$ cat config.mk
export PLATFORM = sky130hd
export DESIGN_NAME = mem_access_sequencer
export DESIGN_NICKNAME = d
export VERILOG_FILES = /design/src/rtl/mem_access_sequencer.sv
export SDC_FILE = /design/constraint.sdc
export NUM_CORES = 1
export LEC_CHECK = 0
export CAP_MARGIN = 30
export CORE_ASPECT_RATIO = 1.2
export CORE_MARGIN = 5
export CORE_UTILIZATION = 38
export DETAILED_ROUTE_END_ITERATION = 10
export PLACE_DENSITY = 0.87
export SYNTH_ARGS = -nofsm -noshare
export SYNTH_HDL_FRONTEND = slang
export SYNTH_SLANG_ARGS = --single-unit
$ cat constraint.sdc
create_clock -name clock -period 2.1 [get_ports clock]
set_input_delay 0.525 -clock clock [delete_from_list [all_inputs] [get_ports clock]]
set_output_delay 0.525 -clock clock [all_outputs]
set_load 0.05 [all_outputs]
$ cat src/rtl/mem_access_sequencer.sv
`default_nettype none
// ============================================================================
// Module      : mem_access_sequencer
// Description : Sequences every MEM-stage data access of the MIPS32 core.
//               It issues one read or write to the data memory port and
//               stalls the pipeline until memory acknowledges. It latches the
//               sub-word, unaligned and atomic controls for the read-data
//               manipulator. It buffers returned data while another source
//               holds the pipeline, and it owns the LL/SC reservation.
// Ports       : clock/reset      - core clock, async active-low reset
//               M_*              - MEM-stage request, controls and store data
//               Eret, Snoop_*    - reservation clear sources
//               DataMem_*        - data memory port (registered strobes)
//               M_Stall          - stall request to the pipeline
//               RDC_*            - latched controls and data for the
//                                  read-data manipulator
// Revision    : 1.0 - initial release
// ============================================================================
module mem_access_sequencer (
  input  logic        clock,
  input  logic        reset,
  input  logic        M_Read,
  input  logic        M_Write,
  input  logic [31:0] M_Address,
  input  logic        M_Byte,
  input  logic        M_Half,
  input  logic        M_SignExtend,
  input  logic        M_Left,
  input  logic        M_Right,
  input  logic        M_LL,
  input  logic        M_SC,
  input  logic [3:0]  M_WriteEnable,
  input  logic [31:0] M_WriteData,
  input  logic        M_Flush,
  input  logic        M_Stall_Ext,
  input  logic        Eret,
  input  logic        Snoop_Write,
  input  logic [29:0] Snoop_Address,
  input  logic        DataMem_Ready,
  input  logic [31:0] DataMem_ReadData,
  output logic        DataMem_Read,
  output logic [3:0]  DataMem_Write,
  output logic [29:0] DataMem_Address,
  output logic [31:0] DataMem_WriteData,
  output logic        M_Stall,
  output logic [1:0]  RDC_Address,
  output logic        RDC_Byte,
  output logic        RDC_Half,
  output logic        RDC_SignExtend,
  output logic        RDC_Left,
  output logic        RDC_Right,
  output logic        RDC_SC,
  output logic        RDC_Atomic,
  output logic [31:0] RDC_ReadData
);

  typedef enum logic [1:0] {
    S_IDLE    = 2'd0,
    S_RD_WAIT = 2'd1,
    S_WR_WAIT = 2'd2,
    S_DONE    = 2'd3
  } state_t;

  state_t      r_state;
  logic        r_dm_read;
  logic [3:0]  r_dm_we;
  logic [29:0] r_dm_addr;
  logic [31:0] r_dm_wdata;
  logic [1:0]  r_rdc_addr;
  logic        r_rdc_byte, r_rdc_half, r_rdc_sext, r_rdc_left, r_rdc_right;
  logic        r_rdc_sc, r_rdc_atomic;
  logic        r_ll;
  logic        r_killed;
  logic [31:0] r_buf;
  logic        r_llbit;
  logic [29:0] r_lladdr;

  logic w_idle, w_wait, w_req_ok, w_sc_fail, w_issue, w_sc_fail_idle;
  logic w_killed, w_ack, w_ll_set, w_sc_clr, w_snoop_hit;

  assign w_idle   = (r_state == S_IDLE);
  assign w_wait   = (r_state == S_RD_WAIT) || (r_state == S_WR_WAIT);
  assign w_req_ok = w_idle & (M_Read | M_Write) & ~M_Flush;
  // An SC without a live reservation is resolved locally, never reaching memory.
  assign w_sc_fail      = M_Write & M_SC & ~r_llbit;
  assign w_issue        = w_req_ok & ~w_sc_fail;
  assign w_sc_fail_idle = w_req_ok & w_sc_fail;

  // A flush arriving in the acknowledge cycle kills the access as well.
  assign w_killed    = r_killed | M_Flush;
  assign w_ack       = w_wait & DataMem_Ready;
  assign w_ll_set    = w_ack & ~w_killed & r_ll;
  assign w_sc_clr    = (w_ack & ~w_killed & r_rdc_sc) | w_sc_fail_idle;
  assign w_snoop_hit = Snoop_Write & (Snoop_Address == r_lladdr);

  // A killed access keeps the pipeline held through its acknowledge so the
  // flushed instruction never observes a completion.
  assign M_Stall      = w_issue | (w_wait & (~DataMem_Ready | w_killed));
  assign RDC_ReadData = w_ack ? DataMem_ReadData : r_buf;

  assign DataMem_Read      = r_dm_read;
  assign DataMem_Write     = r_dm_we;
  assign DataMem_Address   = r_dm_addr;
  assign DataMem_WriteData = r_dm_wdata;
  assign RDC_Address       = r_rdc_addr;
  assign RDC_Byte          = r_rdc_byte;
  assign RDC_Half          = r_rdc_half;
  assign RDC_SignExtend    = r_rdc_sext;
  assign RDC_Left          = r_rdc_left;
  assign RDC_Right         = r_rdc_right;
  assign RDC_SC            = r_rdc_sc;
  assign RDC_Atomic        = r_rdc_atomic;

  always_ff @(posedge clock or negedge reset) begin
    if (!reset) begin
      r_state      <= S_IDLE;
      r_dm_read    <= 1'b0;
      r_dm_we      <= 4'h0;
      r_dm_addr    <= 30'h0;
      r_dm_wdata   <= 32'h0;
      r_rdc_addr   <= 2'b00;
      r_rdc_byte   <= 1'b0;
      r_rdc_half   <= 1'b0;
      r_rdc_sext   <= 1'b0;
      r_rdc_left   <= 1'b0;
      r_rdc_right  <= 1'b0;
      r_rdc_sc     <= 1'b0;
      r_rdc_atomic <= 1'b0;
      r_ll         <= 1'b0;
      r_killed     <= 1'b0;
      r_buf        <= 32'h0;
      r_llbit      <= 1'b0;
      r_lladdr     <= 30'h0;
    end else begin
      // Reservation: Eret, then LL completion, then snoop, then SC completion.
      if (Eret) begin
        r_llbit <= 1'b0;
      end else if (w_ll_set) begin
        r_llbit  <= 1'b1;
        r_lladdr <= r_dm_addr;
      end else if (w_snoop_hit || w_sc_clr) begin
        r_llbit <= 1'b0;
      end

      case (r_state)
        S_IDLE: begin
          if (w_issue) begin
            r_dm_read    <= M_Read;
            r_dm_we      <= M_Write ? M_WriteEnable : 4'h0;
            r_dm_addr    <= M_Address[31:2];
            r_dm_wdata   <= M_WriteData;
            r_rdc_addr   <= M_Address[1:0];
            r_rdc_byte   <= M_Byte;
            r_rdc_half   <= M_Half;
            r_rdc_sext   <= M_SignExtend;
            r_rdc_left   <= M_Left;
            r_rdc_right  <= M_Right;
            r_rdc_sc     <= M_SC;
            r_rdc_atomic <= M_SC & r_llbit;
            r_ll         <= M_LL & M_Read;
            r_killed     <= 1'b0;
            r_state      <= M_Read ? S_RD_WAIT : S_WR_WAIT;
          end else if (w_sc_fail_idle) begin
            r_rdc_sc     <= 1'b1;
            r_rdc_atomic <= 1'b0;
            if (M_Stall_Ext) r_state <= S_DONE;
          end
        end
        S_RD_WAIT, S_WR_WAIT: begin
          if (M_Flush) r_killed <= 1'b1;
          if (DataMem_Ready) begin
            r_dm_read <= 1'b0;
            r_dm_we   <= 4'h0;
            r_buf     <= DataMem_ReadData;
            r_state   <= (!w_killed && M_Stall_Ext) ? S_DONE : S_IDLE;
          end
        end
        S_DONE: begin
          if (!M_Stall_Ext) r_state <= S_IDLE;
        end
        default: r_state <= S_IDLE;
      endcase
    end
  end

endmodule
`default_nettype wire

Yosys cells after proc, flatten, opt, wreduce, memory -nomap -nowiden
Cells that the tools add are included.
Operators by class
  multiplexer cells: 26
  bitwise gates (word level): 25
  equality and inequality tests: 10
  reductions and logical operators: 16
Operators with widths (number)
  $mux 32: 1
  $eq 30x30->1: 1
  $and 1x1->1: 14
  $mux 2: 7
  $mux 4: 3
  $mux 1: 11
  $pmux 4 s2: 1
  $reduce_and 2->1: 4
  $ne 2x2->1 const B: 3
  $not 1->1: 6
  $pmux 2 s3: 1
  $reduce_and 3->1: 2
  $or 1x1->1: 5
  $eq 2x2->1 const B: 2
  $pmux 1 s2: 2
  $reduce_and 4->1: 1
  $reduce_bool 2->1: 2
  $ne 3x1->1 const B: 1
  $ne 3x2->1 const B: 1
  $reduce_bool 3->1: 1
  $eq 2x1->1 const B: 1
  $logic_not 2->1: 1
  $logic_or 1x1->1: 2
  $ne 2x1->1 const B: 1
  3 further kinds: 3
Storage, ports and cells
  register bits after elaboration: 143
  input port bits: 146
  output and inout bits: 109

Longest topological paths before layout
  depth after elaboration: 10
  depth in mapped cells: 8
  gate-level depth less buffers: 6

Least setup slack after synthesis
Ideal clock, no wire load.
  kind: input to output
  from: in M_Write
  to: out M_Stall
  required time: 1575 ps
  arrival time: 1797 ps
  buffers on the path: 2
  setup slack: -222 ps
  cell stages on the path: 5
  path through: and3b_1 > nor4b_2 > buf_2 > buf_2 > a21o_1
Between the ends
  cells in the longest elaborated chain, start to end: 5
Ends and longest elaborated chain
  start, declared: RTL line 23  | input logic M_Write,
  $or 1x1->1 / $and 1x1->1 (equally long branches): RTL line 83, 85
  $and 1x1->1 (on tied branches): RTL line 83, 85
  $and 1x1->1 / $not 1->1 (equally long branches): RTL line 83, 86
  $and 1x1->1 (*): RTL line 86  | assign w_issue = w_req_ok & ~w_sc_fail;
  $or 1x1->1 (*): RTL line 98  | assign M_Stall = w_issue | (w_wait & (~DataMem_Ready | w_killed));
  end, declared: RTL line 45  | output logic M_Stall,
Every way passes the cells marked *; elsewhere a longest branch is shown, timed or not.

Worst setup path in the final report
  from: reg r_state[0]
  to: out RDC_ReadData[3]
Between the ends
  cells in the longest elaborated chain, start to end: 4
Ends and longest elaborated chain
  start, declared: RTL line 64  | state_t r_state;
  start signal, assigned: RTL line 162  | r_state <= M_Read ? S_RD_WAIT : S_WR_WAIT;
  start signal, assigned: RTL line 175  | r_state <= (!w_killed && M_Stall_Ext) ? S_DONE : S_IDLE;
  $eq 2x1->1 / $eq 2x2->1 (equally long branches): RTL line 82  | assign w_wait = (r_state == S_RD_WAIT) || (r_state == S_WR_WAIT);
  $logic_or 1x1->1 (*): RTL line 82
  named net w_wait: RTL line 78  | logic w_idle, w_wait, w_req_ok, w_sc_fail, w_issue, w_sc_fail_idle;
  $and 1x1->1 (*): RTL line 91  | assign w_ack = w_wait & DataMem_Ready;
  $mux 32 (*): RTL line 99  | assign RDC_ReadData = w_ack ? DataMem_ReadData : r_buf;
  end, declared: RTL line 54  | output logic [31:0] RDC_ReadData
Mark *: on every way through the listed nets, which the timed path passes. The rest lies on a longest branch.

==> impl_metrics.py <==
metrics = {
    "status": {
        "status": "finished, violations left",
        "violations": "negative setup slack",
    },
    "routing": {
        "drtIter0Drc": 249,
        "viasPerCell": 4.77,
        "dr_total_vias": 4313,
        "totalWireLength_um": 17700,
        "wl_per_cell_um": 19.5,
        "route.detailed.drc": 0,
        "dr.pass1.iters": 4,
        "ant_nets": 0,
    },
    "grt": {
        "grt_first_pass_wirelength_um": 27600,
        "track_usage_pct": 19.0,
        "grt_pass1_vias": 5069,
        "antenna_found_initial": 1,
        "grt_max_degree": 53,
        "grt_remaining_overflow": 0,
    },
    "sta": {
        "finalMaxSlewViolations": 0,
        "fmax_mhz": 408,
        "rsz0062_at_grt": "true",
        "hold_viol": 0,
        "final.min_clock_period_ns": 2.45,
        "setup_violations": 33,
        "post-route-period-util_pct": 117,
        "tightest_slew_ns": 0.536,
        "setup_ws_ns": -0.354,
        "hold-worst-slack_ns": 0.499,
        "slew_headroom_pct": 64.4,
        "clock_skew_ns": 0.00468,
    },
    "hold_path": {
        "hold_end": "DataMem_WriteData[12]",
        "hold_class": "flip-flop to flip-flop",
        "whs_path_depth": 1,
        "min_from": "DataMem_WriteData[12]",
    },
    "critical_path": {
        "worst-path-buf-inv": 3,
        "cp_top_family": "buffers and inverters",
        "rr_endpoint": "r_lladdr[1]",
        "cp-start-kind": "flip-flop",
        "worstPathCellList": "inv_2 > ha_4 > nand2_8 > clkbuf_16 > mux2_4 > buf_8",
        "cp.required_ns": 1.57,
        "cp_slowest_stage_delay_ns": 0.38,
        "worstSetupPathType": "flip-flop to primary output",
        "crit_fanout": 8,
        "reg2regPathDepth": 6,
        "cp_slowest_cell": "dfrtp_1",
        "ff2ff_setup_slack_ns": 0.08,
        "arrival_ns": 1.93,
        "cp-end-kind": "primary output",
        "r2r_start": "r_state[0]",
    },
    "yosys": {
        "netlist_area_um2": 5960,
        "syn_area_per_cell_um2": 15.3,
        "netlist.area_leader.share_pct": 60.0,
        "ys_ff_latch": 143,
        "ys_async_sr_fraction_pct": 100,
        "seq_area_frac_synth_pct": 60.0,
        "synth_ff_type": "dfrtp_1",
        "syn_nets": 538,
        "yosysUniqueCellTypes": 31,
        "synth_cells": 389,
        "ys_top_cells_by_area": "dfrtp_1 60%, mux2_2 20%, mux2_4 7.3%, xnor2_1 3.8%, mux2i_1 1.0%",
        "synth_edf_count": 0,
        "yosys.area.top_type": "dfrtp_1",
        "ys_warn_count": 0,
    },
    "clock_network": {
        "clk_pin_slew_worst_paths_ns": 0.06,
        "clk_path_buf_depth": 2,
        "clkSinkCount": 143,
        "numCtsBuffers": 17,
        "cts_max_level": 4,
        "clock_latency_ns": 0.41,
        "cts_tree": "yes",
        "cts-root-buf": "clkbuf_16",
    },
    "run": {
        "maxCapViolCount": 0,
    },
    "power_and_ir_drop": {
        "p_leak_nw": 4.61,
        "power.density_nw_per_um2": 1920,
        "ir_worst_vdd_v": 0.00186,
    },
    "floorplan": {
        "die_h_um": 147,
        "io_pins": 255,
        "core-area_um2": 15500,
        "dieWidth_um": 124,
        "initial_utilization_pct": 38.4,
        "die_area_um2": 18300,
        "fp-row-count": 50,
    },
    "finish": {
        "area_growth_syn_to_layout_pct": 66.2,
        "nets": 832,
        "drive_gt1_share_pct": 35.8,
    },
    "place": {
        "place_ws_ns": -0.436,
        "dp_hpwl_um": 12600,
        "io_buffers": 254,
        "gp_congestion": 0.837,
    },
}
[power breakdown]
| group | internal, mW | switching, mW | leakage (nW) |
|---|---|---|---|
| Clock | 2.03 | 1.16 | 0.308 |
| Combinational | 4.46 | 6.40 | 2.56 |
| Sequential | 4.11 | 0.809 | 1.75 |
| Total | 10.6 | 8.37 | 4.61 |
[Yosys cell counts, drive strengths merged, types with 2 or more instances]
| library cell | number |
|---|---|
| buf | 12 |
| mux2i | 6 |
| nor2 | 3 |
| xnor2 | 26 |
| nor2b | 3 |
| dfrtp | 143 |
| ha | 3 |
| nand2b | 2 |
| nor4 | 2 |
| a21oi | 2 |
| nand3 | 3 |
| o21ai | 6 |
| nand2 | 11 |
| xor2 | 4 |
| mux2 | 133 |
| clkbuf | 3 |
| nand4 | 8 |
| inv | 8 |
| nand3b | 2 |
[worst register-to-register path, delay by kind of cell, from the launching register on]
family	cells	cell delay, ns
mux	1	0.32
flops	1	0.38
buf+inv	2	0.28
fa+ha+maj	1	0.30
simple gates	2	0.63
[state kept, by name (all words and copies together), names as in the netlist, 2 cells and up]
register / cells
r_buf: 32
DataMem_Address: 30
r_state: 2
RDC_Address: 2
DataMem_Write: 4
r_lladdr: 30
DataMem_WriteData: 32
[kinds of logic (layout without fill, tap and decap cells)]
| family | count (synthesis) | in the layout | synth area share (%) |
|---|---|---|---|
| adders and majority gates | 3 | 3 | 0.630 |
| DFF | 143 | 143 | 60.0 |
| muxes | 139 | 139 | 28.0 |
| other | 0 | 1 | 0 |
| xor gates and xnor gates | 30 | 30 | 4.41 |
| and+or+nand+nor | 41 | 41 | 4.01 |
| AOI/OAI and AO/OA | 10 | 10 | 0.924 |
| buffers and inverters | 23 | 330 | 2.02 |
[metal layers]
layer / GRT usage (%) / up-vias / routed length, µm
met5: 0 / - / 0
met4: 7.57 / 0 / 401
met3: 5.78 / 28 / 1010
met2: 34.9 / 176 / 9510
met1: 20.4 / 2145 / 6750
li1: - / 1964 / -
[how the worst max path moves through the flow]
stage,start,end,slack [ns],cells after the start
4_1_cts,r_state[0],RDC_ReadData[5],-0.36,6
6_report,r_state[0],RDC_ReadData[3],-0.35,6
5_1_grt,r_state[0],RDC_ReadData[15],-0.41,6
2_1_floorplan,r_state[0],RDC_ReadData[0],-0.03,5
3_5_place_dp,DataMem_Ready,r_lladdr[1],-0.44,5
3_3_place_gp,DataMem_Ready,r_lladdr[1],-0.41,5
[timing repair]
item / CTS / global route
buffers inserted: 7 / 4
gates cloned: 2 / 1
gates resized for setup: 138 / 31
endpoints found under the setup margin: 133 / 65
hold buffers: 1 / 0
pin swaps: 3 / 2
hold endpoints to repair: 11 / 0
[stage by stage]
| stage | power, mW | cell area, µm² | TNS [ns] | util [%] | cells |
|---|---|---|---|---|---|
| 6_report | 19.0 | 9900 | -10.79 | 63.8 | 905 |
| 2_1_floorplan | 11.5 | 5970 | -0.951 | - | 389 |
| 3_5_place_dp | 14.9 | 8840 | -51.70 | 57.0 | 857 |
| 4_1_cts | 18.6 | 9730 | -12.65 | 62.7 | 899 |
| 3_3_place_gp | 14.7 | 8840 | -48.22 | 57.0 | 857 |
| 5_1_grt | 19.8 | 9900 | -12.55 | 63.8 | 905 |
[layout by cell type (no fill, tap or decap), types with 2 or more instances in the layout]
cell type / netlist / layout
inv_1: 8 / 6
clkinv_4: 0 / 3
nand3b_1: 2 / 2
clkbuf_16: 0 / 18
nand3_1: 3 / 3
nand4_1: 8 / 8
nor2_1: 3 / 2
inv_2: 0 / 2
clkdlybuf4s50_1: 0 / 139
buf_8: 0 / 17
dlygate4sd2_1: 0 / 74
mux2_4: 29 / 61
buf_4: 0 / 30
nand2b_1: 2 / 2
xnor2_1: 26 / 26
mux2_2: 104 / 72
clkinv_2: 0 / 3
inv_6: 0 / 2
dfrtp_1: 143 / 143
buf_12: 0 / 7
bufinv_16: 0 / 4
ha_1: 3 / 2
mux2i_1: 6 / 6
o21ai_0: 6 / 6
nand2_1: 10 / 10
xor2_1: 4 / 4
dlymetal6s2s_1: 0 / 2
buf_6: 3 / 17
buf_16: 0 / 2
a21oi_1: 2 / 2
nor2b_1: 3 / 3
[area by class of cell]
class / instances / area (µm²)
multi-input cells: 223 / 2440
well taps: 208 / 260
clock inverters: 13 / 186
clock buffers: 19 / 443
diodes: 1 / 2.50
repair buffers: 290 / 2970
flip-flops and latches: 143 / 3580
inverters: 8 / 30.0
fillers: 1173 / 5610
Note: power is estimated with default switching activity, not from simulation.
